===== src/rtl/restoring_divider32.sv =====
// ============================================================================
// restoring_divider32
//   Sequential unsigned restoring divider, one quotient bit per clock.
//   Revision: 1.0
// ============================================================================
`default_nettype none

module restoring_divider32 #(
  parameter int WIDTH = 32
) (
  input  logic             clk,
  input  logic             rst,
  input  logic             start,
  input  logic [WIDTH-1:0] dividend,
  input  logic [WIDTH-1:0] divisor,
  output logic             busy,
  output logic             done,
  output logic [WIDTH-1:0] quotient,
  output logic [WIDTH-1:0] remainder,
  output logic             div_by_zero
);

  localparam int             CW       = $clog2(WIDTH);
  localparam logic [CW-1:0]  CNT_INIT = CW'(WIDTH - 1);

  typedef enum logic [1:0] {
    S_IDLE = 2'd0,
    S_RUN  = 2'd1,
    S_DONE = 2'd2
  } state_t;

  state_t           state_q,     state_d;
  logic [WIDTH-1:0] rem_q,       rem_d;
  logic [WIDTH-1:0] qacc_q,      qacc_d;
  logic [WIDTH-1:0] divisor_q,   divisor_d;
  logic [CW-1:0]    cnt_q,       cnt_d;
  logic [WIDTH-1:0] quotient_q,  quotient_d;
  logic [WIDTH-1:0] remainder_q, remainder_d;
  logic             dbz_q,       dbz_d;

  logic [WIDTH:0]   shifted;
  logic             trial_ok;
  logic [WIDTH-1:0] trial_diff;
  logic [WIDTH-1:0] rem_step;
  logic [WIDTH-1:0] qacc_step;

  // rem_acc < divisor always holds, so a successful trial fits in WIDTH bits.
  assign shifted    = {rem_q, qacc_q[WIDTH-1]};
  assign trial_ok   = (shifted >= {1'b0, divisor_q});
  assign trial_diff = shifted[WIDTH-1:0] - divisor_q;
  assign rem_step   = trial_ok ? trial_diff : shifted[WIDTH-1:0];
  assign qacc_step  = {qacc_q[WIDTH-2:0], trial_ok};

  always_ff @(posedge clk) begin
    if (rst) begin
      state_q     <= S_IDLE;
      rem_q       <= '0;
      qacc_q      <= '0;
      divisor_q   <= '0;
      cnt_q       <= '0;
      quotient_q  <= '0;
      remainder_q <= '0;
      dbz_q       <= 1'b0;
    end else begin
      state_q     <= state_d;
      rem_q       <= rem_d;
      qacc_q      <= qacc_d;
      divisor_q   <= divisor_d;
      cnt_q       <= cnt_d;
      quotient_q  <= quotient_d;
      remainder_q <= remainder_d;
      dbz_q       <= dbz_d;
    end
  end

  always_comb begin
    state_d     = state_q;
    rem_d       = rem_q;
    qacc_d      = qacc_q;
    divisor_d   = divisor_q;
    cnt_d       = cnt_q;
    quotient_d  = quotient_q;
    remainder_d = remainder_q;
    dbz_d       = dbz_q;

    case (state_q)
      S_IDLE, S_DONE: begin
        state_d = S_IDLE;
        if (start) begin
          divisor_d = divisor;
          if (divisor == '0) begin
            // Division by zero completes immediately with fixed results.
            state_d     = S_DONE;
            quotient_d  = '1;
            remainder_d = dividend;
            dbz_d       = 1'b1;
          end else begin
            state_d = S_RUN;
            rem_d   = '0;
            qacc_d  = dividend;
            cnt_d   = CNT_INIT;
            dbz_d   = 1'b0;
          end
        end
      end
      S_RUN: begin
        rem_d  = rem_step;
        qacc_d = qacc_step;
        cnt_d  = cnt_q - 1'b1;
        if (cnt_q == '0) begin
          state_d     = S_DONE;
          quotient_d  = qacc_step;
          remainder_d = rem_step;
        end
      end
      default: state_d = S_IDLE;
    endcase
  end

  assign busy        = (state_q == S_RUN);
  assign done        = (state_q == S_DONE);
  assign quotient    = quotient_q;
  assign remainder   = remainder_q;
  assign div_by_zero = dbz_q;

endmodule

`default_nettype wire


===== config.mk =====
export PLATFORM = sky130hd
export DESIGN_NAME = restoring_divider32
export DESIGN_NICKNAME = d
export VERILOG_FILES = /design/src/rtl/restoring_divider32.sv
export SDC_FILE = /design/constraint.sdc
export NUM_CORES = 1
export LEC_CHECK = 0
export ABC_AREA = 1
export BUFFER_PORTS_ARGS = -buffer_cell sky130_fd_sc_hd__buf_2
export CORE_ASPECT_RATIO = 0.5
export CORE_MARGIN = 3
export CORE_UTILIZATION = 40
export CTS_BUF_LIST = sky130_fd_sc_hd__clkbuf_16
export DETAILED_ROUTE_END_ITERATION = 8
export GPL_ROUTABILITY_DRIVEN = 1
export REMOVE_ABC_BUFFERS = 1
export SLEW_MARGIN = 20
export SYNTH_ARGS = -nofsm -noshare
export SYNTH_HDL_FRONTEND = slang
export SYNTH_SLANG_ARGS = --single-unit

===== constraint.sdc =====
create_clock -name clk -period 3.4 [get_ports clk]
set_clock_uncertainty 0.05 [all_clocks]
set_input_delay 0.34 -clock clk [delete_from_list [all_inputs] [get_ports clk]]
set_output_delay 0.34 -clock clk [all_outputs]
set_load 0.03 [all_outputs]

==> impl_metrics.json <==
{
  "outcome": "completed",
  "p_total_uw": 5540,
  "grtUsageTotal_pct": 24.2,
  "cts_setup_buffers": 0,
  "highest_layer": "met4",
  "vias": 10300,
  "drive_gt1_share_pct": 14.1,
  "syn_avg_cell_area_um2": 6.38,
  "r2r_cells": 14,
  "post-place-ws_ns": 0.644,
  "portBuffers": 133,
  "min-delay-start": "dividend[13]",
  "timing.final.ws_setup_ns": 0.616,
  "cp-startpoint": "divisor_q[6]$_SDFFE_PP0P_",
  "synth.distinct_cells": 34,
  "period_needed_ns": 2.78,
  "syn_inst": 1587,
  "yosys_register_bits": 168,
  "syn_to_final_growth_pct": 13.9,
  "min_path_cells": 3,
  "grt_start_max_net_pins": 102,
  "tns_ns": 0,
  "core_mm2": 0.0244,
  "endpoint_kind": "flop",
  "drt-initial-drc-count": 1018,
  "setup_viol": 0,
  "leakage_uw": 0.00604,
  "finalCritPeriodShare_pct": 81.9,
  "ys_seq_area_share_pct": 33.2,
  "via_per_inst": 5.08,
  "tritoncts": "done",
  "place_congestion": 0.968,
  "hpwl_mm": 24.4,
  "hold_path_class": "primary input to flop",
  "antenna_left": 0,
  "die-area_mm2": 0.0274,
  "relSlewSlack_pct": 48.4,
  "wl_met2_mm": 12.8,
  "path_max_fanout": 33,
  "wl_met1_mm": 17.4,
  "worst_setup_path_start_kind": "flop",
  "required_ns": 3.75,
  "cts_root_buffer": "clkbuf_16",
  "yosysTopAreaCellShare_pct": 33.2,
  "clockBufferDepth": 2,
  "drc": 0,
  "io_pins": 134,
  "nets": 1779,
  "r2r_start": "divisor_q[6]$_SDFFE_PP0P_",
  "rsz0062_at_grt": "false",
  "grt_pass1_vias": 9451,
  "die_h_um": 118,
  "syn_area_mm2": 0.0101,
  "vdd_drop_max_v": 0.000333,
  "cts.sinks": 168,
  "worstPathArrival_ns": 3.13,
  "hold_viol": 0,
  "worstHoldEndpoint": "qacc_q[13]$_SDFFE_PP0P_",
  "cap_viol_max_count": 0,
  "start_util_pct": 41.4,
  "clock.fmax_mhz": 359,
  "grt_pass1_wl_mm": 52.2,
  "dr_wl_met3_mm": 2.35,
  "cts_buffers": 17,
  "final_cell_mix": "418 x nand2_1, 238 x inv_1, 168 x dfxtp_1, 163 x nor2_1, 133 x buf_2",
  "final_common_cell": "nand2_1",
  "post_cts_resized": 0,
  "holdWs_ns": 0.116,
  "timing.rr.end": "remainder[22]$_SDFFE_PP0P_",
  "postCtsHoldBufs": 0,
  "clk_latency_ns": 0.45,
  "ff2ff_setup_slack_ns": 0.62,
  "drt_wl_total_mm": 33.0,
  "crit_type": "flop to flop",
  "powerDensity_mw_per_mm2": 481,
  "ys.warnings.count": 0,
  "row_count": 40,
  "detail_route.first_pass.iterations": 6,
  "die_w_um": 231,
  "clk_pin_slew_ns": 0.07,
  "grt_overflow": 0,
  "wl_per_cell_um": 16.3,
  "cts.htree.levels": 4,
  "antenna_found_initial": 2,
  "yosys-top-cells-area": "dfxtp_1 33%, nand2_1 16%, inv_1 8.8%",
  "slew_viol_final": 0,
  "tightest_slew_ns": 0.773,
  "post-synth-top-area-cell": "dfxtp_1"
}
power by group:
part	switching (uW)	internal (uW)	leakage, uW	total [uW]
Clock	876	933	0.000257	1810
Sequential	99.5	2150	0.00138	2250
Combinational	1070	416	0.00440	1480
worst max-delay path, cell delays in order (launching register included):
cell and delay, ns:
dfxtp_1 0.31, inv_1 0.05, ha_1 0.36, nand2_1 0.15, nor2_2 0.18, nand3_1 0.11
nand3_2 0.17, nand2_2 0.08, nand2_2 0.11, nand3_4 0.33, nand2_8 0.43, nand3_2 0.13
nand3_1 0.12, nand2_1 0.07, inv_1 0.05
registers in the layout, indices dropped and copies added, names as in the netlist:
| register | count |
|---|---|
| quotient | 32 |
| rem_q | 32 |
| cnt_q | 5 |
| remainder | 32 |
| state_q | 2 |
| qacc_q | 32 |
| div_by_zero | 1 |
| divisor_q | 32 |
area by class of cell:
cell class              instances  area (um2)
inverters                     245         921
well taps                     336         420
fillers                      2572       12900
clock inverters                15         103
repair buffers                148         828
multi-input cells            1097        5460
flip-flops and latches        168        3360
clock buffers                  17         425
diodes                          1        2.50
worst max-delay path by stage:
stage                                  to  cells after the start
2_1_floorplan      rem_q[27]$_SDFFE_PP0P_                      9
3_3_place_gp       rem_q[17]$_SDFFE_PP0P_                     14
3_5_place_dp   remainder[16]$_SDFFE_PP0P_                     16
4_1_cts        remainder[27]$_SDFFE_PP0P_                     14
5_1_grt        remainder[20]$_SDFFE_PP0P_                     14
6_report       remainder[22]$_SDFFE_PP0P_                     14
per-layer routing:
| metal | global-route usage, % | up-vias |
|---|---|---|
| met5 | 0 | - |
| met4 | 6.15 | 0 |
| met3 | 5.06 | 29 |
| met2 | 33.0 | 306 |
| met1 | 37.8 | 4746 |
| li1 | - | 5223 |
cell usage after synthesis:
cell / n
nand2_1: 420
inv_1: 238
dfxtp_1: 168
nor2_1: 164
nand3_1: 102
o21ai_0: 98
a21oi_1: 84
clkbuf_1: 45
nand4_1: 44
nor3_1: 36
ha_1: 34
a31oi_1: 31
nand3_2: 30
buf_2: 20
xor2_1: 16
and2_1: 9
inv_2: 7
nand2_2: 7
nor2_2: 7
buf_4: 6
buf_12: 3
o211ai_1: 3
a21oi_2: 2
buf_1: 2
nor2_8: 2
a21o_1: 1
clkbuf_2: 1
fa_1: 1
nand2_8: 1
nand3_4: 1
nand3b_1: 1
nor2_4: 1
o21bai_1: 1
or2_2: 1
kinds of logic (layout without fill, tap and decap cells):
kind of cell    Yosys count  after routing  synth area share [%]
compound gates          220            220                  11.5
xor+xnor                 16             16                  1.38
fa+ha+maj                35             35                  4.40
buf+inv                 322            425                  12.9
flops                   168            168                  33.2
other cells               0              1                     0
simple gates            826            826                  36.6
per-stage QoR:
stage          cells  cell area [um2]  utilization (%)
2_1_floorplan   1510             9730                -
3_5_place_dp    1994            11000             45.0
6_report        2027            11500             47.2
5_1_grt         2027            11500             47.2
4_1_cts         2026            11500             47.2
3_3_place_gp    1994            11000             45.0
(Power assumes the default switching activity.)
